`src/rtl/mem_stage_lsu.sv`:
```
`default_nettype none
// ============================================================================
//  Module   : mem_stage_lsu
//  Purpose  : MEM-stage load/store unit. Muxes forwarded store data, drives a
//             req/ready data-memory port, formats load results, and stalls
//             the pipeline while an access is outstanding.
//  Ports    : clk, rst_n (sync, active-low)
//             mem_*            - instruction fields from Reg_EX_MEM
//             wb_wr_data,
//             ForwardStoreSel  - store-data forwarding from WB
//             dmem_*           - data-memory request/response port
//             mem_stall        - freeze IF..MEM, bubble into WB
//             load_data/valid  - formatted load result (one-cycle valid)
//             mem_exc          - 00 none, 01 misaligned, 10 illegal, 11 bus err
//  Revision : 1.0 - initial release
// ============================================================================
module mem_stage_lsu #(
    parameter int TIMEOUT_CYCLES = 255
) (
    input  logic        clk,
    input  logic        rst_n,
    input  logic        mem_valid,
    input  logic        mem_MemRd,
    input  logic        mem_MemWr,
    input  logic [2:0]  mem_funct3,
    input  logic [31:0] mem_addr,
    input  logic [31:0] mem_rs2_data,
    input  logic [31:0] wb_wr_data,
    input  logic        ForwardStoreSel,
    output logic        dmem_req,
    output logic        dmem_we,
    output logic [31:0] dmem_addr,
    output logic [3:0]  dmem_wstrb,
    output logic [31:0] dmem_wdata,
    input  logic        dmem_ready,
    input  logic [31:0] dmem_rdata,
    output logic        mem_stall,
    output logic [31:0] load_data,
    output logic        load_valid,
    output logic [1:0]  mem_exc
);

    localparam logic [1:0] S_IDLE = 2'd0;
    localparam logic [1:0] S_WAIT = 2'd1;
    localparam logic [1:0] S_RESP = 2'd2;

    // Counter value on the last permitted WAIT cycle without ready.
    localparam logic [7:0] TIMEOUT_LAST = 8'(TIMEOUT_CYCLES - 1);

    localparam logic [1:0] EXC_NONE  = 2'b00;
    localparam logic [1:0] EXC_MISAL = 2'b01;
    localparam logic [1:0] EXC_ILL   = 2'b10;
    localparam logic [1:0] EXC_BUS   = 2'b11;

    logic [1:0]  state_q, state_d;
    logic [7:0]  cnt_q, cnt_d;
    logic        req_q, req_d;
    logic        we_q, we_d;
    logic [31:0] addr_q, addr_d;
    logic [3:0]  wstrb_q, wstrb_d;
    logic [31:0] wdata_q, wdata_d;
    logic [2:0]  funct3_q, funct3_d;
    logic [1:0]  off_q, off_d;
    logic [31:0] ld_q, ld_d;
    logic        lv_q, lv_d;
    logic [1:0]  exc_q, exc_d;

    // ---------------- request decode ----------------
    logic        is_load, is_store, legal, aligned;
    logic        in_idle, start, misal, illegal, timeout;
    logic [31:0] st_sel, st_wdata;
    logic [3:0]  st_wstrb;
    logic [7:0]  ld_byte;
    logic [15:0] ld_half;
    logic [31:0] ld_fmt;

    assign is_load  = mem_MemRd & ~mem_MemWr;
    assign is_store = mem_MemWr & ~mem_MemRd;

    always_comb begin
        legal = 1'b0;
        if (is_load) begin
            case (mem_funct3)
                3'b000, 3'b001, 3'b010, 3'b100, 3'b101: legal = 1'b1;
                default:                                legal = 1'b0;
            endcase
        end else if (is_store) begin
            case (mem_funct3)
                3'b000, 3'b001, 3'b010: legal = 1'b1;
                default:                legal = 1'b0;
            endcase
        end
    end

    always_comb begin
        case (mem_funct3[1:0])
            2'b01:   aligned = ~mem_addr[0];
            2'b10:   aligned = (mem_addr[1:0] == 2'b00);
            default: aligned = 1'b1;
        endcase
    end

    assign in_idle = (state_q == S_IDLE);
    assign start   = in_idle & mem_valid & legal & aligned;
    // Misaligned is only reported for an otherwise legal access.
    assign misal   = in_idle & mem_valid & legal & ~aligned;
    assign illegal = in_idle & mem_valid &
                     ((mem_MemRd & mem_MemWr) | ((mem_MemRd ^ mem_MemWr) & ~legal));
    assign timeout = (state_q == S_WAIT) & ~dmem_ready & (cnt_q == TIMEOUT_LAST);

    assign mem_stall = rst_n & (start | (state_q == S_WAIT));

    // ---------------- store formatting ----------------
    assign st_sel = ForwardStoreSel ? wb_wr_data : mem_rs2_data;

    always_comb begin
        case (mem_funct3[1:0])
            2'b00: begin
                st_wdata = {4{st_sel[7:0]}};
                st_wstrb = 4'b0001 << mem_addr[1:0];
            end
            2'b01: begin
                st_wdata = {2{st_sel[15:0]}};
                st_wstrb = 4'b0011 << {mem_addr[1], 1'b0};
            end
            default: begin
                st_wdata = st_sel;
                st_wstrb = 4'b1111;
            end
        endcase
    end

    // ---------------- load formatting (latched offset/size) ----------------
    always_comb begin
        case (off_q)
            2'd0:    ld_byte = dmem_rdata[7:0];
            2'd1:    ld_byte = dmem_rdata[15:8];
            2'd2:    ld_byte = dmem_rdata[23:16];
            default: ld_byte = dmem_rdata[31:24];
        endcase
        ld_half = off_q[1] ? dmem_rdata[31:16] : dmem_rdata[15:0];
        case (funct3_q)
            3'b000:  ld_fmt = {{24{ld_byte[7]}}, ld_byte};
            3'b001:  ld_fmt = {{16{ld_half[15]}}, ld_half};
            3'b100:  ld_fmt = {24'd0, ld_byte};
            3'b101:  ld_fmt = {16'd0, ld_half};
            default: ld_fmt = dmem_rdata;
        endcase
    end

    // ---------------- state register ----------------
    always_ff @(posedge clk) begin
        if (!rst_n) begin
            state_q  <= S_IDLE;
            cnt_q    <= 8'd0;
            req_q    <= 1'b0;
            we_q     <= 1'b0;
            addr_q   <= 32'd0;
            wstrb_q  <= 4'd0;
            wdata_q  <= 32'd0;
            funct3_q <= 3'd0;
            off_q    <= 2'd0;
            ld_q     <= 32'd0;
            lv_q     <= 1'b0;
            exc_q    <= EXC_NONE;
        end else begin
            state_q  <= state_d;
            cnt_q    <= cnt_d;
            req_q    <= req_d;
            we_q     <= we_d;
            addr_q   <= addr_d;
            wstrb_q  <= wstrb_d;
            wdata_q  <= wdata_d;
            funct3_q <= funct3_d;
            off_q    <= off_d;
            ld_q     <= ld_d;
            lv_q     <= lv_d;
            exc_q    <= exc_d;
        end
    end

    // ---------------- next-state logic ----------------
    always_comb begin
        state_d = state_q;
        case (state_q)
            S_IDLE:  if (start) state_d = S_WAIT;
            S_WAIT:  if (dmem_ready || timeout) state_d = S_RESP;
            S_RESP:  state_d = S_IDLE;
            default: state_d = S_IDLE;
        endcase
    end

    // ---------------- output / datapath logic ----------------
    always_comb begin
        cnt_d    = cnt_q;
        req_d    = req_q;
        we_d     = we_q;
        addr_d   = addr_q;
        wstrb_d  = wstrb_q;
        wdata_d  = wdata_q;
        funct3_d = funct3_q;
        off_d    = off_q;
        ld_d     = ld_q;
        lv_d     = 1'b0;
        exc_d    = EXC_NONE;
        case (state_q)
            S_IDLE: begin
                cnt_d = 8'd0;
                if (start) begin
                    // Store data is captured now: WB only sees bubbles during
                    // the stall, so the forwarded value would be lost later.
                    req_d    = 1'b1;
                    we_d     = is_store;
                    addr_d   = {mem_addr[31:2], 2'b00};
                    funct3_d = mem_funct3;
                    off_d    = mem_addr[1:0];
                    wdata_d  = is_store ? st_wdata : 32'd0;
                    wstrb_d  = is_store ? st_wstrb : 4'd0;
                end else if (illegal) begin
                    exc_d = EXC_ILL;
                end else if (misal) begin
                    exc_d = EXC_MISAL;
                end
            end
            S_WAIT: begin
                if (dmem_ready) begin
                    req_d = 1'b0;
                    cnt_d = 8'd0;
                    if (!we_q) begin
                        ld_d = ld_fmt;
                        lv_d = 1'b1;
                    end
                end else if (timeout) begin
                    // Bus error: no valid data is delivered, only the exception.
                    req_d = 1'b0;
                    cnt_d = 8'd0;
                    ld_d  = 32'd0;
                    exc_d = EXC_BUS;
                end else begin
                    cnt_d = cnt_q + 8'd1;
                end
            end
            default: ;
        endcase
    end

    assign dmem_req   = req_q;
    assign dmem_we    = we_q;
    assign dmem_addr  = addr_q;
    assign dmem_wstrb = wstrb_q;
    assign dmem_wdata = wdata_q;
    assign load_data  = ld_q;
    assign load_valid = lv_q;
    assign mem_exc    = exc_q;

endmodule
`default_nettype wire
```
`config.mk`:
```
export PLATFORM = sky130hd
export DESIGN_NAME = mem_stage_lsu
export DESIGN_NICKNAME = d
export VERILOG_FILES = /design/src/rtl/mem_stage_lsu.sv
export SDC_FILE = /design/constraint.sdc
export NUM_CORES = 1
export LEC_CHECK = 0
export CORE_MARGIN = 2
export CORE_UTILIZATION = 43
export DETAILED_ROUTE_END_ITERATION = 10
export PLACE_DENSITY_LB_ADDON = 0.1
export REMOVE_ABC_BUFFERS = 1
export SLEW_MARGIN = 20
export SYNTH_ARGS = -nofsm -noshare
export SYNTH_HDL_FRONTEND = slang
export SYNTH_SLANG_ARGS = --single-unit
```
`constraint.sdc`:
```
create_clock -name clk -period 3.2 [get_ports clk]
set_input_delay 0.64 -clock clk [delete_from_list [all_inputs] [get_ports clk]]
set_output_delay 0.64 -clock clk [all_outputs]
set_load 0.05 [all_outputs]
```
==> results of run 1 <==
## path summary, 6_finish.rpt
path / slack [ns] / to / cells after the start / from
worst max-delay path: 0.13 / mem_stall / 9 / mem_funct3[1]
worst min-delay path: 0.46 / load_data[1] / 2 / load_data[1]
worst max register to register: 0.84 / dmem_wdata[27] / 5 / state_q[1]
worst min register to register: 0.46 / load_data[1] / 2 / load_data[1]
## per-layer routing
layer,GRT usage (%),part of all wire [%]
met4,9.30,1.9
met3,7.17,7.9
met2,44.9,50
met5,0,0
met1,30.4,40
## power by group through the flow
stage / Sequential (mW) / Clock, mW / Combinational [mW]
6_report: 1.51 / 2.08 / 0.640
3_3_place_gp: 1.54 / 0 / 0.626
3_5_place_dp: 1.54 / 0 / 0.635
4_1_cts: 1.51 / 2.10 / 0.638
2_1_floorplan: 1.62 / 0 / 0.214
5_1_grt: 1.51 / 2.16 / 0.680
## cells in the final DEF (no fill, tap or decap), types with 15 or more instances in the layout
| cell type | instances |
|---|---|
| a21oi_1 | 93 |
| a221o_1 | 16 |
| buf_4 | 18 |
| clkbuf_16 | 17 |
| clkdlybuf4s50_1 | 239 |
| dfxtp_1 | 118 |
| mux2i_1 | 56 |
| nand2_1 | 15 |
| nand3_1 | 38 |
| nor2_1 | 21 |
| nor2b_1 | 18 |
| o21ai_0 | 65 |
| o22ai_1 | 15 |
## logic make-up (layout without fill, tap and decap cells)
| family | after synthesis | in the layout | share of synthesized area (%) |
|---|---|---|---|
| multiplexers | 67 | 67 | 12.0 |
| flip-flops | 118 | 118 | 40.6 |
| other | 1 | 2 | 0.0645 |
| AND/OR/NAND/NOR | 156 | 156 | 15.0 |
| buffers and inverters | 77 | 305 | 5.64 |
| adder cells (fa/ha/maj) | 8 | 8 | 1.72 |
| AO/OA/AOI/OAI | 237 | 237 | 24.6 |
| XOR/XNOR | 2 | 2 | 0.301 |
## registers in the layout (all words and copies together), names as in the netlist, 2 cells and up
name and count:
dmem_wstrb 4, mem_exc 2, state_q 2, load_data 32
dmem_wdata 32, funct3_q 3, dmem_addr 30, cnt_q 8
off_q 2
## worst reg2reg max path, delay by kind of cell (launching register included)
kind | cells | cell delay (ns)
buf+inv | 1 | 0.25
flops | 1 | 0.46
compound gates | 2 | 0.65
simple gates | 2 | 0.87
## area by class of cell
type | count | area share [%]
well taps | 176 | 2.44
clock inverters | 13 | 2.16
clock buffers | 19 | 5.02
inverters | 12 | 0.499
multi-input cells | 472 | 35.0
repair buffers | 261 | 28.7
flip-flops and latches | 118 | 26.2
## stage by stage
| stage | hold slack, ns | cell area, um2 |
|---|---|---|
| floorplan | 0.485 | 5530 |
| global placement | 0.449 | 8370 |
| detailed placement | 0.451 | 8370 |
| CTS | 0.460 | 9020 |
| global route | 0.495 | 9020 |
| finish | 0.456 | 9020 |
## repair_timing
action | 4_1_cts | 5_1_grt
resized for setup | 0 | 1
endpoints found under the setup margin | 0 | 1
endpoints found under the hold margin | 0 | 0
hold buffers | 0 | 0
==> impl_metrics.py, run 1 <==
metrics = {
    "logic_synthesis": {
        "synth_top_flop_cell": "dfxtp_1",
        "synth_top_cells_by_count": "118 x dfxtp_1, 94 x a21oi_1, 65 x o21ai_0",
        "ys.warnings.count": 0,
        "synth_edf_count": 0,
        "synth_seq_cells": 118,
        "synth.most_common_cell": "dfxtp_1",
        "yosys.cell_types.count": 51,
        "synth_top_area_share_pct": 40.6,
        "yosys.area.top_type": "dfxtp_1",
        "synth_cells": 666,
        "ys_seq_area_share_pct": 40.6,
        "async_flop_share_pct": 0,
        "yosys-top-cells-area": "dfxtp_1 41%, mux2i_1 9.6%, a21oi_1 8.1%",
        "post_synth_instance_area_mm2": 0.00581,
        "syn_avg_cell_area_um2": 8.73,
    },
    "timing": {
        "fmax_mhz": 326,
        "finClkSkew_ns": 0.0113,
        "period_share_pct": 95.9,
        "finalMaxSlewViolations": 0,
        "timing.slew.headroom_pct": 45.9,
        "finalCriticalPeriod_ns": 3.07,
        "finalSetupTns_ns": 0,
        "rsz0062_at_grt": "false",
        "worst_pin_slew_ns": 0.807,
        "setup_viol": 0,
        "setup_ws_ns": 0.131,
        "hold_viol_final": 0,
    },
    "finish": {
        "num-fill-cells": 1109,
        "diodes": 0,
        "layout-drive-gt1-share_pct": 8.38,
        "seqCellArea_mm2": 0.00236,
        "multi_input_area_mm2": 0.00315,
        "fin_cells": 1071,
        "final_util_pct": 68.1,
        "final_nets": 1028,
        "syn2layout_area_growth_pct": 55.2,
    },
    "worst_setup_path": {
        "slowest_stage": "clkdlybuf4s50_1",
        "setup.worst_path.start_class": "input port",
        "path_delay_family": "buffers and inverters",
        "end_kind": "output port",
        "path_class": "in -> out",
        "path_buf_inv": 4,
        "crit_chain": "clkdlybuf4s50_1, inv_1, ha_1, o21ai_0, buf_4, a211oi_4, nand2_1, a21oi_2, buf_12",
        "critical_path_arrival_ns": 2.43,
        "critPathMaxStageDelay_ns": 0.45,
        "critPathMaxFanout": 6,
        "required_ns": 2.56,
    },
    "route": {
        "routed_wl_um": 19200,
        "vias": 6092,
        "ant_nets": 0,
        "post_drt_via_cell_ratio": 5.69,
        "routedWlPerCell_um": 18.0,
        "first_pass_iters": 5,
        "drcViolationCount": 0,
        "drt_iter0_drc": 433,
    },
    "power": {
        "ir_drop_v": 0.000438,
        "power_density_mw_per_mm2": 469,
        "p_sw_share_pct": 25.7,
        "seq_power_share_pct": 35.8,
        "total_power_mw": 4.23,
        "p_clk_share_pct": 49.1,
        "switching_power_mw": 1.09,
        "p_comb_share_pct": 15.1,
        "power.internal_mw": 3.14,
        "p_leak_nw": 3.27,
    },
    "cts": {
        "numCtsBuffers": 17,
        "insertion_delay_ns": 0.41,
        "root_buffer": "clkbuf_16",
        "clkSinkCount": 118,
        "cts_buffer_depth": 2,
        "postCtsSetupRepairBufs": 0,
        "clk_pin_slew_ns": 0.06,
        "cts_max_level": 4,
        "cts_tree": "done",
    },
    "outcome": {
        "status": "completed",
    },
    "global_routing": {
        "grt_pass1_wl_um": 29700,
        "gr-total-overflow": 0,
        "grt_util_all_layers_pct": 25.8,
        "antenna_found_initial": 0,
        "grt_pass1_vias": 5828,
        "grt_max_degree": 66,
    },
    "floorplanning": {
        "io_pins": 244,
        "start_util_pct": 43.9,
        "rows": 42,
        "die_h_um": 120,
        "core_area_mm2": 0.0132,
        "die_area_mm2": 0.0145,
        "die_width_um": 120,
    },
    "placement": {
        "portBuffers": 241,
        "dp_slack_ns": 0.0870,
        "dp.cells": 1039,
        "routabilityCongestion": 0.835,
        "hpwl_um": 13700,
    },
    "hold_path": {
        "min_path_type": "reg -> reg",
    },
    "run": {
        "cap_violations": 0,
    },
}
(Power assumes the default switching activity.)
==> run 2, diff against run 1 <==
TNS_END_PERCENT = 100   (was not set)
==> results of run 2 <==
The final DEF is identical to that of run 1; final timing and power are the same.
==> run 3, diff against run 2 <==
PLACE_DENSITY_LB_ADDON = 0.05   (was 0.1)
==> run 3 against run 2 <==
  * First-iteration DRC count down 14%
  * Largest cell class unchanged
  * Total power is 1.3% lower
  * Hold slack gained 0.011 ns
  * Sequential share of layout area increased by 0.066 points
  * Critical path depth unchanged
  * Clock-buffer cell count up 3
==> impl_metrics.py, run 3 (synthesis results as in run 1) <==
metrics = {
    "timing": {
        "rsz0062_at_grt": "false",
        "fmax_mhz": 329,
        "finalCriticalPeriod_ns": 3.04,
        "setup_viol": 0,
        "finalMaxSlewViolations": 0,
        "hold_viol_final": 0,
        "period_share_pct": 94.9,
        "finClkSkew_ns": 0.00776,
        "worst_pin_slew_ns": 0.825,
        "timing.slew.headroom_pct": 44.7,
    },
    "worst_setup_path": {
        "critical_path_arrival_ns": 2.40,
        "required_ns": 2.56,
        "setup.worst_path.start_class": "input port",
        "critPathMaxStageDelay_ns": 0.47,
        "slowest_stage": "clkdlybuf4s50_1",
        "path_class": "in -> out",
        "crit_chain": "clkdlybuf4s50_1, inv_1, ha_1, o21ai_0, buf_4, a211oi_4, nand2_1, a21oi_1, buf_12",
        "critPathMaxFanout": 3,
        "end_kind": "output port",
    },
    "cts": {
        "ctsHoldBuffers": 0,
        "numCtsBuffers": 17,
        "root_buffer": "clkbuf_16",
        "postCtsSetupRepairBufs": 0,
        "cts_tree": "done",
        "cts_max_level": 4,
        "clk_pin_slew_ns": 0.05,
        "insertion_delay_ns": 0.41,
        "clkSinkCount": 118,
        "cts_buffer_depth": 2,
        "cts_resized": 0,
    },
    "route": {
        "dr_wl_met2_um": 9590,
        "vias": 6049,
        "first_pass_iters": 5,
        "wl_met3_um": 1510,
        "routedWlPerCell_um": 18.1,
        "drcViolationCount": 0,
        "drt_iter0_drc": 374,
        "met1_length_um": 8030,
        "ant_nets": 0,
        "post_drt_via_cell_ratio": 5.63,
        "maxUsedRoutingLayer": "met4",
        "routed_wl_um": 19500,
    },
    "finish": {
        "layout-drive-gt1-share_pct": 8.25,
        "syn2layout_area_growth_pct": 54.8,
        "num-fill-cells": 1095,
        "seqCellArea_mm2": 0.00236,
        "multi_input_area_mm2": 0.00315,
        "fin_cells": 1074,
        "final_nets": 1030,
        "final_cell_mix": "239 x clkdlybuf4s50_1, 118 x dfxtp_1, 94 x a21oi_1",
        "design_area_mm2": 0.00900,
        "final_common_cell": "clkdlybuf4s50_1",
        "final_util_pct": 68.0,
    },
    "power": {
        "ir_drop_v": 0.000340,
        "p_comb_share_pct": 15.4,
        "p_leak_nw": 3.28,
        "power_density_mw_per_mm2": 464,
        "p_clk_share_pct": 48.4,
        "seq_power_share_pct": 36.2,
        "switching_power_mw": 1.03,
        "total_power_mw": 4.17,
        "power.internal_mw": 3.14,
        "p_sw_share_pct": 24.7,
    },
    "floorplanning": {
        "io_pins": 244,
        "start_util_pct": 43.9,
        "rows": 42,
        "die_width_um": 120,
        "core_area_mm2": 0.0132,
        "die_h_um": 120,
        "die_area_mm2": 0.0145,
    },
    "placement": {
        "portBuffers": 241,
        "routabilityCongestion": 0.817,
        "place_area_mm2": 0.00837,
        "hpwl_um": 13700,
        "dp.cells": 1041,
    },
    "run": {
        "cap_violations": 0,
    },
    "outcome": {
        "status": "completed",
    },
    "global_routing": {
        "grt_pass1_wl_um": 30300,
        "grt_util_all_layers_pct": 26.5,
        "gr-total-overflow": 0,
        "antenna_found_initial": 1,
        "grt_pass1_vias": 5964,
        "grt_max_degree": 76,
    },
    "hold_path": {
        "min_path_type": "reg -> reg",
    },
}
run 3: final timing paths:
path,depth (start not counted),slack [ns],from,endpoint
hold reg to reg,2,0.47,load_data[4],load_data[4]
setup / recovery,9,0.16,mem_funct3[1],mem_stall
setup reg to reg,5,0.88,state_q[1],dmem_wdata[31]
hold / removal,2,0.47,load_data[4],load_data[4]
run 3: worst max-delay path, delay by kind of cell:
family	cells	cell delay (ns)
compound gates	3	0.56
fa+ha+maj	1	0.20
buf+inv	4	0.90
simple gates	1	0.09
run 3: metrics by stage:
stage / TNS (ns) / setup slack (ns) / hold WS [ns]
floorplan: -153.98 / -3.53 / 0.485
global placement: 0 / 0.185 / 0.448
detailed placement: 0 / 0.168 / 0.462
CTS: 0 / 0.153 / 0.469
global route: 0 / 0.00541 / 0.485
finish: 0 / 0.164 / 0.467
run 3: layout make-up:
| cell class | instances | share of cell area [%] |
|---|---|---|
| inverter | 12 | 0.500 |
| timing repair buffer | 263 | 28.8 |
| clock inverter | 10 | 1.67 |
| sequential | 118 | 26.2 |
| clock buffer | 22 | 5.27 |
| antenna | 1 | 0.0278 |
| multi-input combinational | 472 | 35.0 |
| tap | 176 | 2.45 |
run 3: power groups by stage:
stage / logic (mW) / clock network, mW / registers (mW)
after CTS: 0.639 / 2.04 / 1.51
after floorplan: 0.214 / 0 / 1.62
after global routing: 0.681 / 2.12 / 1.51
after detailed placement: 0.634 / 0 / 1.54
after global placement: 0.626 / 0 / 1.54
final: 0.641 / 2.02 / 1.51
run 3: per-layer routing:
layer,vias up,global-route usage (%)
li1,2914,-
met1,2859,31.2
met3,28,9.34
met4,0,8.79
met5,-,0
met2,248,45.1
